[src/rtl/vgroup_uop_sequencer.sv]
// Expands one grouped vector instruction (LMUL>1) into per-register micro-ops over a valid/ready handshake.
// Optional macro VGROUP_VL_TRIM_EN adds in_vl_regs and trims the group to min(N, in_vl_regs).
module vgroup_uop_sequencer #(
   parameter int REG_AW = 5,
   parameter int CNT_W  = 3
) (
   input  logic              clock,
   input  logic              reset,
   input  logic              flush,
   input  logic              in_valid,
   output logic              in_ready,
   input  logic [REG_AW-1:0] in_raA,
   input  logic [REG_AW-1:0] in_raB,
   input  logic [REG_AW-1:0] in_rdest,
   input  logic [2:0]        in_lmul,
`ifdef VGROUP_VL_TRIM_EN
   input  logic [3:0]        in_vl_regs,
`endif
   output logic              uop_valid,
   input  logic              uop_ready,
   output logic [REG_AW-1:0] uop_raA,
   output logic [REG_AW-1:0] uop_raB,
   output logic [REG_AW-1:0] uop_rdest,
   output logic [CNT_W-1:0]  uop_idx,
   output logic              uop_first,
   output logic              uop_last,
   output logic              stall_fetch,
   output logic              done,
   output logic              illegal_lmul
);

   localparam int NW = (CNT_W + 1 > 4) ? CNT_W + 1 : 4;

   typedef enum logic [0:0] {
      IDLE  = 1'b0,
      ISSUE = 1'b1
   } state_t;

   state_t          state_r;
   state_t          state_nxt_s;
   logic [NW-1:0]   n_s;
   logic [NW-1:0]   eff_s;
   logic            illegal_s;
   logic            accept_s;
   logic            hs_s;
   logic            last_hs_s;
   logic [CNT_W-1:0] last_idx_r;

   // Reserved encoding 100 decodes to zero; fractional LMUL still needs one micro-op.
   function automatic logic [NW-1:0] lmul_count(input logic [2:0] lmul);
      logic [NW-1:0] cnt;
      case (lmul)
         3'b000:  cnt = NW'(4'd1);
         3'b001:  cnt = NW'(4'd2);
         3'b010:  cnt = NW'(4'd4);
         3'b011:  cnt = NW'(4'd8);
         3'b100:  cnt = NW'(4'd0);
         default: cnt = NW'(4'd1);
      endcase
      return cnt;
   endfunction

   // Decode of the offered instruction: group size and legality.
   always_comb begin
      n_s       = lmul_count(in_lmul);
      illegal_s = (in_lmul == 3'b100);
`ifdef VGROUP_VL_TRIM_EN
      if (NW'(in_vl_regs) < n_s) begin
         eff_s = NW'(in_vl_regs);
      end else begin
         eff_s = n_s;
      end
`else
      eff_s = n_s;
`endif
      accept_s  = in_valid && in_ready;
      hs_s      = uop_valid && uop_ready;
      last_hs_s = hs_s && uop_last;
   end

   // State register.
   always_ff @(posedge clock or posedge reset) begin
      if (reset) begin
         state_r <= IDLE;
      end else begin
         state_r <= state_nxt_s;
      end
   end

   // Next-state logic; flush wins over any handshake or acceptance.
   always_comb begin
      state_nxt_s = state_r;
      case (state_r)
         IDLE: begin
            if (flush) begin
               state_nxt_s = IDLE;
            end else if (accept_s && !illegal_s && (eff_s != {NW{1'b0}})) begin
               state_nxt_s = ISSUE;
            end else begin
               state_nxt_s = IDLE;
            end
         end
         ISSUE: begin
            if (flush || last_hs_s) begin
               state_nxt_s = IDLE;
            end else begin
               state_nxt_s = ISSUE;
            end
         end
         default: state_nxt_s = IDLE;
      endcase
   end

   // Handshake-facing outputs decoded from state; front end resumes on the final acceptance.
   always_comb begin
      uop_valid   = 1'b0;
      in_ready    = 1'b0;
      stall_fetch = 1'b0;
      case (state_r)
         IDLE: begin
            uop_valid   = 1'b0;
            in_ready    = !flush;
            stall_fetch = 1'b0;
         end
         ISSUE: begin
            uop_valid   = 1'b1;
            in_ready    = 1'b0;
            stall_fetch = !(uop_last && uop_ready);
         end
         default: begin
            uop_valid   = 1'b0;
            in_ready    = 1'b0;
            stall_fetch = 1'b0;
         end
      endcase
   end

   // Micro-op datapath: addresses advance by one per handshake and wrap modulo 2^REG_AW.
   always_ff @(posedge clock or posedge reset) begin
      if (reset) begin
         uop_raA      <= {REG_AW{1'b0}};
         uop_raB      <= {REG_AW{1'b0}};
         uop_rdest    <= {REG_AW{1'b0}};
         uop_idx      <= {CNT_W{1'b0}};
         uop_first    <= 1'b0;
         uop_last     <= 1'b0;
         last_idx_r   <= {CNT_W{1'b0}};
         done         <= 1'b0;
         illegal_lmul <= 1'b0;
      end else if (flush) begin
         uop_idx      <= {CNT_W{1'b0}};
         uop_first    <= 1'b0;
         uop_last     <= 1'b0;
         done         <= 1'b0;
         illegal_lmul <= 1'b0;
      end else begin
         done         <= 1'b0;
         illegal_lmul <= 1'b0;
         if (accept_s) begin
            if (illegal_s) begin
               illegal_lmul <= 1'b1;
            end else if (eff_s == {NW{1'b0}}) begin
               done <= 1'b1;
            end else begin
               uop_raA    <= in_raA;
               uop_raB    <= in_raB;
               uop_rdest  <= in_rdest;
               uop_idx    <= {CNT_W{1'b0}};
               uop_first  <= 1'b1;
               uop_last   <= (eff_s == NW'(4'd1));
               last_idx_r <= CNT_W'(eff_s - NW'(4'd1));
            end
         end else if (hs_s) begin
            if (uop_last) begin
               uop_idx   <= {CNT_W{1'b0}};
               uop_first <= 1'b0;
               uop_last  <= 1'b0;
               done      <= 1'b1;
            end else begin
               uop_raA   <= uop_raA + REG_AW'(1'b1);
               uop_raB   <= uop_raB + REG_AW'(1'b1);
               uop_rdest <= uop_rdest + REG_AW'(1'b1);
               uop_idx   <= uop_idx + CNT_W'(1'b1);
               uop_first <= 1'b0;
               uop_last  <= ((uop_idx + CNT_W'(1'b1)) == last_idx_r);
            end
         end
      end
   end

endmodule

[config.mk]
export PLATFORM = sky130hd
export DESIGN_NAME = vgroup_uop_sequencer
export DESIGN_NICKNAME = d
export VERILOG_FILES = /design/src/rtl/vgroup_uop_sequencer.sv
export SDC_FILE = /design/constraint.sdc
export NUM_CORES = 1
export LEC_CHECK = 0
export CAP_MARGIN = 20
export CORE_AREA = 2 2 60 62
export CTS_CLUSTER_DIAMETER = 80
export DETAILED_ROUTE_END_ITERATION = 10
export DIE_AREA = 0 0 62 64
export PLACE_DENSITY = 0.76
export SLEW_MARGIN = 20
export SYNTH_ARGS = -nofsm -noshare
export SYNTH_HDL_FRONTEND = slang
export SYNTH_SLANG_ARGS = --single-unit
[constraint.sdc]
create_clock -name clock -period 3.4 [get_ports clock]
set_input_delay 0.68 -clock clock [delete_from_list [all_inputs] [get_ports clock]]
set_output_delay 0.68 -clock clock [all_outputs]
set_load 0.02 [all_outputs]
# ---- Word level (Yosys, flattened, before mapping)
# Index checks and enable logic that the tools add are counted.
dict set report op_classes {
  bitwise_logic 4
  reduce_logical 17
  muxes 49
  eq_ne 11
  add_sub_neg 5
}
# operator n
set ops {}
lappend ops {{$mux W5} 15}
lappend ops {{$mux W1} 23}
lappend ops {{$mux W3} 6}
lappend ops {{$pmux W4 S4} 1}
lappend ops {{$add A5 B1 Y5 const B} 3}
lappend ops {{$pmux W1 S2} 4}
lappend ops {{$eq A3 B2 Y1 const B} 2}
lappend ops {{$logic_and A1 B1 Y1} 6}
lappend ops {{$ne A3 B3 Y1 const B} 2}
lappend ops {{$reduce_and A5 Y1} 1}
lappend ops {{$eq A4 B1 Y1 const B} 1}
lappend ops {{$logic_not A4 Y1} 1}
lappend ops {{$ne A2 B2 Y1 const B} 2}
lappend ops {{$not A1 Y1} 4}
lappend ops {{$reduce_and A4 Y1} 1}
lappend ops {{$reduce_bool A4 Y1} 1}
lappend ops {{$add A3 B1 Y3 const B} 1}
lappend ops {{$eq A3 B1 Y1 const B} 1}
lappend ops {{$eq A3 B3 Y1} 1}
lappend ops {{$eq A3 B3 Y1 const B} 1}
lappend ops {{$logic_not A1 Y1} 3}
lappend ops {{$reduce_and A3 Y1} 1}
lappend ops {{$reduce_bool A3 Y1} 1}
lappend ops {{$sub A3 B1 Y3 const B} 1}
lappend ops {{other kinds (3)} 3}
dict set report totals {
  ff_bits 26
  output_inout_bits 25
  wordCells 96
  in_bits 23
}

# ---- Longest topological paths before layout
# Gate-level depths: netlist of the first run.
dict set report depth {
  depth_word 8
  depth_mapped 6
  depth_no_buf 5
}

# ---- Worst setup path before layout of the first run
# OpenSTA, ideal clock, no wires.
dict set report synth_timing {
  kind {input port to output port}
  start {input port uop_ready}
  end {output port stall_fetch}
  path_stages 2
  t_required_ns 2.720
  t_arrival_ns 1.149
  setup_slack_ns 1.571
  path_buffers 0
  cell_sequence {and2_1 -> nor2b_1}
}
dict set report synth_between {
  elab_chain_len 3
}
# element line_no
set synth_lines {}
lappend synth_lines {{from (decl)} 20} ;# input logic uop_ready,
lappend synth_lines {{$logic_and A1 B1 Y1} 128} ;# stall_fetch = !(uop_last && uop_ready);
lappend synth_lines {{$logic_not A1 Y1} 128}
lappend synth_lines {{$pmux W1 S2} 119} ;# case (state_r)
lappend synth_lines {{to (decl)} 27} ;# output logic stall_fetch,
# No other way between the ends.

# ---- Worst setup path after layout of the first run
# Ends and elaborated chain as after synthesis.

==> flow_metrics.tcl, run 1 <==
set metrics [dict create \
    slowest_stage "clkdlybuf4s50_1" \
    combPwrFrac 0.464 \
    synth_cell_types 35 \
    drtIter0Drc 110 \
    synth_nets 179 \
    p_int_mw 0.842 \
    yosys.area.top_type "dfrtp_1" \
    postCtsSetupRepairBufs 0 \
    root_buffer "clkbuf_4" \
    fillers 289 \
    run_status "completed" \
    clock_latency_ns 0.32 \
    critical_path_buf_inv_count 2 \
    critPathTopFamily "buffers and inverters" \
    syn_inst 152 \
    grt-ovfl-total 0 \
    holdPathStages 1 \
    stdcell_count 243 \
    synth_seq_cells 26 \
    start_util 0.432 \
    fin_crit_ns 2.70 \
    ant_nets 0 \
    endpoint_kind "output pin" \
    clk_pin_slew_ns 0.15 \
    antenna_found_initial 0 \
    first_global_vias 1301 \
    wl_per_cell_um 13.9 \
    num_rows 21 \
    grt_pass1_wl_um 5640 \
    crit_type "input pin to output pin" \
    min_period_over_period 0.793 \
    powerDensity_nw_per_um2 692 \
    yosysTopAreaCellShare 0.459 \
    numCtsBuffers 3 \
    seqPwrFrac 0.379 \
    multiInputGateArea_sq_um 676 \
    fin_tns_setup_ns 0 \
    seq_area_sq_um 651 \
    ioPinCount 48 \
    synth_area_leaders "dfrtp_1 46%, a21oi_1 6.0%, nor2_1 4.0%" \
    p_leak_nw 0.797 \
    htreeDepth 1 \
    grt_use_total 0.183 \
    busiest_layer "met2" \
    layout_commonest_cell "clkdlybuf4s50_1" \
    die_area_sq_um 3970 \
    slew_headroom 0.458 \
    maxCapViolCount 0 \
    seq_area_frac_synth 0.459 \
    gp_congestion 0.808 \
    ys_warn_count 0 \
    met3_usage 0.0304 \
    swShare 0.381 \
    die_h_um 64 \
    syn-cell-area_sq_um 1420 \
    vdd_drop_max_mv 0.250 \
    p_switching_mw 0.518 \
    drc_errors 0 \
    fin_skew_ns 0.00143 \
    cts_buffer_depth 2 \
    cp.depth 4 \
    finalHoldViolCount 0 \
    wirelength_um 3370 \
    syn_to_final_growth_pct 38.7 \
    tritoncts "yes" \
    grtUsageMet1 0.248 \
    viasPerCell 5.33 \
    diodes 0 \
    tightest_slew_ns 0.813 \
    die-width_um 62 \
    slew_violations 0 \
    min_path_type "register to register" \
    drive_gt1_frac 0.0558 \
    slowest_delay_ns 0.61 \
    grt_max_degree 27 \
    setup_viol 0 \
    dp_hpwl_um 2450 \
    rsz0062_at_grt "false" \
    drt_first_pass_iters 4 \
    cts_resized 0 \
    cp_max_fo 3 \
    cp.required_ns 2.72 \
    critPathLaunchType "input pin" \
    crit_path_cell_trace "clkdlybuf4s50_1 -> and2_1 -> nor2b_1 -> clkdlybuf4s50_1" \
    p_clk_frac 0.157 \
    cp_common_cell "clkdlybuf4s50_1" \
    cts_num_sinks 26 \
    grtUsageMet2 0.296 \
    postCtsHoldBufs 0 \
    mostFrequentLayoutCells "47 x clkdlybuf4s50_1, 26 x dfrtp_1, 17 x a21oi_1" \
    place_inst 238 \
    buffer_ports.inserted 47 \
    nets 225 \
    reg2reg_depth 3 \
    avgSynthCellArea_sq_um 9.33 \
    max_freq_ghz 0.371 \
    dr_total_vias 1296 \
    hold_ws_ns 0.536 \
    fp.coreArea_sq_um 3280 \
    finalPower_mw 1.36 \
    cp.arrival_ns 2.02 \
]
-- power by group through the flow --
| stage | sequential [mW] | clock (mW) | combinational (mW) |
|---|---|---|---|
| 2_1_floorplan | 0.612 | 0 | 0.259 |
| 3_3_place_gp | 0.510 | 0 | 0.616 |
| 3_5_place_dp | 0.521 | 0 | 0.629 |
| 4_1_cts | 0.514 | 0.220 | 0.631 |
| 5_1_grt | 0.530 | 0.237 | 0.701 |
| 6_report | 0.516 | 0.214 | 0.631 |
-- cells in the mapped netlist --
library cell and count:
ha_1 4, nand3_1 6, nor3b_1 4, a311oi_1 3
nor2_1 15, a21boi_1 1, and2_1 1, a21oi_2 1
mux2i_4 1, a32o_1 1, nor2b_1 2, a21oi_1 17
buf_6 2, buf_2 4, or3b_4 1, inv_1 10
nand2_1 9, nor3_1 10, buf_4 1, xor2_1 1
a22o_1 1, xnor2_1 3, a31oi_1 3, a21o_1 2
nor3b_4 1, clkbuf_1 1, and4bb_1 1, or3b_1 1
mux2i_1 1, o22ai_1 6, or2b_1 1, dfrtp_1 26
o221a_2 1, nor4_1 1, o21ai_0 9
-- per-layer routing --
layer	vias to the layer above	wire length (um)
met4	0	12
met1	612	1540
li1	633	-
met2	49	1600
met3	2	225
met5	-	0
-- final cells by class --
type | count | area share
Multi-Input combinational cell | 108 | 0.344
Sequential cell | 26 | 0.331
Timing Repair Buffer | 49 | 0.251
Tap cell | 46 | 0.0293
Inverter | 10 | 0.0191
Clock inverter | 1 | 0.0153
Clock buffer | 3 | 0.0115
-- state kept, by name, summed over array words and instances, names as in the netlist, 3 cells and up --
name,count
uop_idx,3
uop_raA,5
last_idx_r,3
uop_raB,5
uop_rdest,5
-- path summary, 6_finish.rpt --
path | from | endpoint | slack [ns]
setup / recovery | uop_ready | stall_fetch | 0.70
hold / removal | uop_idx[2]$_DFFE_PP0P_ | uop_idx[2]$_DFFE_PP0P_ | 0.54
setup reg to reg | state_r$_DFF_PP0_ | uop_last$_DFFE_PP0P_ | 1.46
hold reg to reg | uop_idx[2]$_DFFE_PP0P_ | uop_idx[2]$_DFFE_PP0P_ | 0.54
max in group asynchronous | reset | uop_raA[1]$_DFFE_PP0P_ | 2.38
min in group asynchronous | reset | state_r$_DFF_PP0_ | 0.61
-- kinds of logic after synthesis --
group	synth area share
and+or+nand+nor	0.200
AOI/OAI and AO/OA	0.193
DFF	0.459
buffers and inverters	0.0644
xor gates and xnor gates	0.0247
adders and majority gates	0.0353
muxes	0.0229
-- per-stage QoR --
step	util	instance area (sq um)	setup WS, ns
floorplan	-	1420	1.57
global placement	0.578	1900	0.716
detailed placement	0.578	1900	0.659
CTS	0.594	1950	0.688
global route	0.599	1970	0.659
finish	0.599	1970	0.704
(Power assumes the default switching activity.)
==> run 2, diff against run 1 <==
--- a/config.mk
+++ b/config.mk
@@ -6,11 +6,11 @@
 export NUM_CORES = 1
 export LEC_CHECK = 0
 export CAP_MARGIN = 20
-export CORE_AREA = 2 2 60 62
+export CORE_AREA = 2 2 62 64
 export CTS_CLUSTER_DIAMETER = 80
 export DETAILED_ROUTE_END_ITERATION = 10
-export DIE_AREA = 0 0 62 64
-export PLACE_DENSITY = 0.76
+export DIE_AREA = 0 0 64 66
+export PLACE_DENSITY = 0.75
 export SLEW_MARGIN = 20
 export SYNTH_ARGS = -nofsm -noshare
 export SYNTH_HDL_FRONTEND = slang
==> constraint.sdc (replaced) <==
create_clock -name clock -period 2.25 [get_ports clock]
set_input_delay 0.45 -clock clock [delete_from_list [all_inputs] [get_ports clock]]
set_output_delay 0.45 -clock clock [all_outputs]
set_load 0.02 [all_outputs]
==> run 2 against run 1 <==
Count of clock-buffer cells in the layout stayed put. Largest power group unchanged. Largest cell class unchanged. Worst setup slack worse by 0.56 ns. First-iteration DRC count decreased by 35%. Sequential power increased by 49%. Highest routed layer unchanged. Critical path depth shrank 1.
==> flow_metrics.tcl, run 2 (same netlist as run 1, synthesis figures left out) <==
set metrics [dict create \
    grt-ovfl-total 0 \
    reg2reg_depth 4 \
    slowest_stage "clkdlybuf4s50_1" \
    slew_headroom 0.773 \
    p_leak_nw 0.842 \
    slowest_delay_ns 0.60 \
    fp.coreArea_sq_um 3550 \
    root_buffer "clkbuf_4" \
    num_rows 22 \
    htreeDepth 1 \
    drc_errors 0 \
    cp.required_ns 1.80 \
    critical_path_buf_inv_count 2 \
    slew_violations 0 \
    cp_max_fo 6 \
    die-width_um 64 \
    hold_ws_ns 0.497 \
    first_global_vias 1230 \
    min_period_over_period 0.934 \
    wl_per_cell_um 12.8 \
    rrSetupSlack_ns 0.62 \
    mostFrequentLayoutCells "46 x clkdlybuf4s50_1, 26 x dfrtp_1, 17 x a21oi_1" \
    clock_latency_ns 0.32 \
    ioPinCount 48 \
    cp.arrival_ns 1.65 \
    finalPower_mw 1.93 \
    wirelength_um 3230 \
    gp_congestion 0.827 \
    tightest_slew_ns 0.341 \
    layout_commonest_cell "clkdlybuf4s50_1" \
    ant_nets 0 \
    endpoint_kind "output pin" \
    run_status "completed" \
    max_freq_ghz 0.476 \
    drive_gt1_frac 0.0882 \
    crit_type "input pin to output pin" \
    antenna_found_initial 0 \
    dr_total_vias 1305 \
    cp.depth 3 \
    fin_crit_ns 2.10 \
    nets 233 \
    critPathLaunchType "input pin" \
    r2r-start "state_r$_DFF_PP0_" \
    setup_viol 0 \
    start_util 0.399 \
    clk_pin_slew_ns 0.14 \
    critPathTopFamily "buffers and inverters" \
    timing.rr.end "uop_idx[2]$_DFFE_PP0P_" \
    diodes 0 \
    numCtsBuffers 3 \
    cts_buffer_depth 2 \
    powerDensity_nw_per_um2 961 \
    tritoncts "yes" \
    maxCapViolCount 0 \
    min_path_type "input pin to asynchronous set/reset pin" \
    vdd_drop_max_mv 0.338 \
    die_h_um 66 \
    cp_common_cell "clkdlybuf4s50_1" \
    fin_tns_setup_ns 0 \
    buffer_ports.inserted 47 \
    postCtsHoldBufs 0 \
    cts_num_sinks 26 \
    rsz0062_at_grt "false" \
    grt_pass1_wl_um 5800 \
    syn_to_final_growth_pct 41.6 \
    drt_first_pass_iters 4 \
    dp_hpwl_um 2390 \
    grt_max_degree 27 \
    crit_path_cell_trace "clkdlybuf4s50_1 -> nor2_1 -> clkdlybuf4s50_1" \
    die_area_sq_um 4220 \
    top_regs "uop_raA (5), uop_raB (5), uop_rdest (5)" \
    viasPerCell 5.18 \
    drtIter0Drc 71 \
    grt_use_total 0.174 \
    fin_skew_ns 0.00670 \
    finalHoldViolCount 0 \
]
## run 2: power by group
group	total, mW	internal [mW]	leakage (nW)	switching [mW]
registers	0.771	0.612	0.320	0.159
clock network	0.197	0.0626	0.0138	0.134
logic	0.960	0.495	0.508	0.465
## run 2: worst min-delay path: stages
cell,delay [ns]
clkdlybuf4s50_1,0.41
inv_1,0.06
buf_4,0.32
## run 2: what timing repair did
action / 4_1_cts / 5_1_grt
buffers inserted: 0 / 0
gates resized for setup: 0 / 1
setup endpoints to repair: 0 / 1
## run 2: how the worst max path moves through the flow
stage                           start                   end  slack [ns]
CTS                         uop_ready           stall_fetch        0.05
detailed placement          uop_ready           stall_fetch        0.05
global route                    flush              in_ready        0.08
global placement            uop_ready           stall_fetch        0.04
finish                          flush              in_ready        0.15
floorplan           state_r$_DFF_PP0_  uop_last$_DFFE_PP0P_        0.61
## run 2: per-layer routing
metal	routed length, um	global-route usage
met5	0	0
met4	20	0.0571
met3	246	0.0426
met2	1500	0.284
met1	1470	0.225
## run 2: stage by stage
step,cell area (sq um),worst slack [ns],std cells,util
global route,2010,0.0817,252,0.565
detailed placement,1980,0.0476,249,0.558
floorplan,1420,0.610,152,-
global placement,1980,0.0444,249,0.558
finish,2010,0.147,252,0.565
CTS,2000,0.0476,252,0.564
## run 2: layout make-up
cell class / count / area, sq um
fillers: 312 / 1540
well taps: 48 / 60.1
inverters: 10 / 37.5
flip-flops and latches: 26 / 651
clock buffers: 3 / 22.5
repair buffers: 57 / 561
multi-input cells: 108 / 676
==> run 3, diff against run 2 <==
--- a/config.mk
+++ b/config.mk
@@ -10,7 +10,8 @@
 export CTS_CLUSTER_DIAMETER = 80
 export DETAILED_ROUTE_END_ITERATION = 10
 export DIE_AREA = 0 0 64 66
-export PLACE_DENSITY = 0.75
+export HOLD_SLACK_MARGIN = 0.03
+export PLACE_DENSITY = 0.8
 export SLEW_MARGIN = 20
 export SYNTH_ARGS = -nofsm -noshare
 export SYNTH_HDL_FRONTEND = slang
==> run 3 against run 2 <==
Non-clock buffer count did not move. Design area rose by 1.5%. Worst setup slack got worse by 0.0068 ns. Core utilization rose by 0.85 points. Largest cell class unchanged. Register-to-register slack got worse by 0.03 ns. Sequential share of layout area fell by 0.48 points. Clock skew fell by 0.0020 ns. Power rose by 6.5%. Via count fell by 2.7%. Die area did not move. First-iteration DRC count rose by 44%. Clock power rose by 62%. Critical path type unchanged.
==> flow_metrics.tcl, run 3 (same netlist as run 1, synthesis figures left out) <==
set metrics [dict create \
    buffer_ports.inserted 47 \
    viasPerCell 5.02 \
    nets 233 \
    dp_hpwl_um 2360 \
    vdd_drop_max_mv 0.509 \
    min_period_over_period 0.937 \
    drive_gt1_frac 0.0927 \
    antenna_found_initial 0 \
    critPathLaunchType "input pin" \
    start_util 0.399 \
    postCtsHoldBufs 0 \
    tightest_slew_ns 0.331 \
    finalPower_mw 2.05 \
    powerDensity_nw_per_um2 1010 \
    tritoncts "yes" \
    gp_congestion 0.753 \
    dr_total_vias 1270 \
    syn_to_final_growth_pct 43.7 \
    endpoint_kind "output pin" \
    ant_nets 0 \
    cp.required_ns 1.80 \
    drt_first_pass_iters 4 \
    postCtsSetupRepairBufs 0 \
    wl_per_cell_um 12.6 \
    rrSetupSlack_ns 0.59 \
    slew_violations 0 \
    diodes 0 \
    maxCapViolCount 0 \
    cp.arrival_ns 1.66 \
    wirelength_um 3180 \
    cp_max_fo 5 \
    layout_commonest_cell "clkdlybuf4s50_1" \
    max_freq_ghz 0.474 \
    fin_skew_ns 0.00466 \
    fin_crit_ns 2.11 \
    fp.coreArea_sq_um 3550 \
    grt-ovfl-total 0 \
    cts_num_sinks 26 \
    final_util 0.574 \
    run_status "completed" \
    die_h_um 66 \
    drtIter0Drc 102 \
    first_global_vias 1250 \
    ioPinCount 48 \
    final_cell_area_sq_um 2040 \
    mostFrequentLayoutCells "46 x clkdlybuf4s50_1, 26 x dfrtp_1, 17 x a21oi_1" \
    timing.rr.end "uop_last$_DFFE_PP0P_" \
    fin_tns_setup_ns 0 \
    grt_pass1_wl_um 5630 \
    root_buffer "clkbuf_4" \
    slew_headroom 0.777 \
    die_area_sq_um 4220 \
    clk_pin_slew_ns 0.15 \
    p_leak_nw 0.857 \
    top_regs "uop_raA (5), uop_raB (5), uop_rdest (5)" \
    rsz0062_at_grt "false" \
    r2r-start "state_r$_DFF_PP0_" \
    min_path_type "input pin to asynchronous set/reset pin" \
    numCtsBuffers 3 \
    num_rows 22 \
    drc_errors 0 \
    reg2reg_depth 3 \
    cts_buffer_depth 2 \
    finalHoldViolCount 0 \
    die-width_um 64 \
    grt_use_total 0.168 \
    crit_type "input pin to output pin" \
    htreeDepth 1 \
    placed_area_sq_um 1980 \
    setup_viol 0 \
    grt_max_degree 27 \
    clock_latency_ns 0.32 \
]
run 3: cell count changes in the layout (fill, tap and decap cells not counted):
cell,previous run,this run
bufinv_16,0,1
run 3: final cells by class:
class | instances | area [sq um]
inverters | 10 | 37.5
clock buffers | 3 | 22.5
clock inverters | 1 | 30.0
flip-flops and latches | 26 | 651
fillers | 309 | 1510
well taps | 48 | 60.1
multi-input cells | 108 | 676
repair buffers | 57 | 561
run 3: per-layer routing:
metal | track usage | vias up | share of wire
met2 | 0.283 | 33 | 0.50
met1 | 0.212 | 590 | 0.44
met5 | 0 | - | 0
li1 | - | 645 | -
met3 | 0.0341 | 2 | 0.053
met4 | 0.0652 | 0 | 0.0057
run 3: report_power, final:
| part | total, mW | leakage (nW) | switching, mW | internal, mW |
|---|---|---|---|---|
| registers | 0.773 | 0.320 | 0.161 | 0.612 |
| logic | 0.960 | 0.508 | 0.466 | 0.494 |
| clock network | 0.320 | 0.0279 | 0.140 | 0.180 |
| total | 2.05 | 0.857 | 0.767 | 1.29 |
run 3: metrics by stage:
stage          instances  worst slack (ns)  hold slack [ns]
2_1_floorplan        152             0.610            0.471
5_1_grt              253            0.0837            0.495
6_report             253             0.141            0.467
4_1_cts              253            0.0332            0.475
3_5_place_dp         249            0.0325            0.490
3_3_place_gp         249            0.0563            0.487
run 3: timing repair:
item | 4_1_cts | 5_1_grt
gates resized for setup | 0 | 1
setup endpoints to repair | 0 | 1
endpoints found under the hold margin | 0 | 0
run 3: worst max-delay path: stages:
cell             delay (ns)
clkdlybuf4s50_1        0.48
nor2_1                 0.12
clkdlybuf4s50_1        0.61
run 3: worst max path at each step:
| stage | start | endpoint | slack, ns | depth (start not counted) |
|---|---|---|---|---|
| floorplan | state_r$_DFF_PP0_ | uop_last$_DFFE_PP0P_ | 0.61 | 4 |
| global placement | uop_ready | stall_fetch | 0.06 | 4 |
| detailed placement | uop_ready | stall_fetch | 0.03 | 4 |
| CTS | uop_ready | stall_fetch | 0.03 | 4 |
| global route | flush | in_ready | 0.08 | 3 |
| finish | flush | in_ready | 0.14 | 3 |
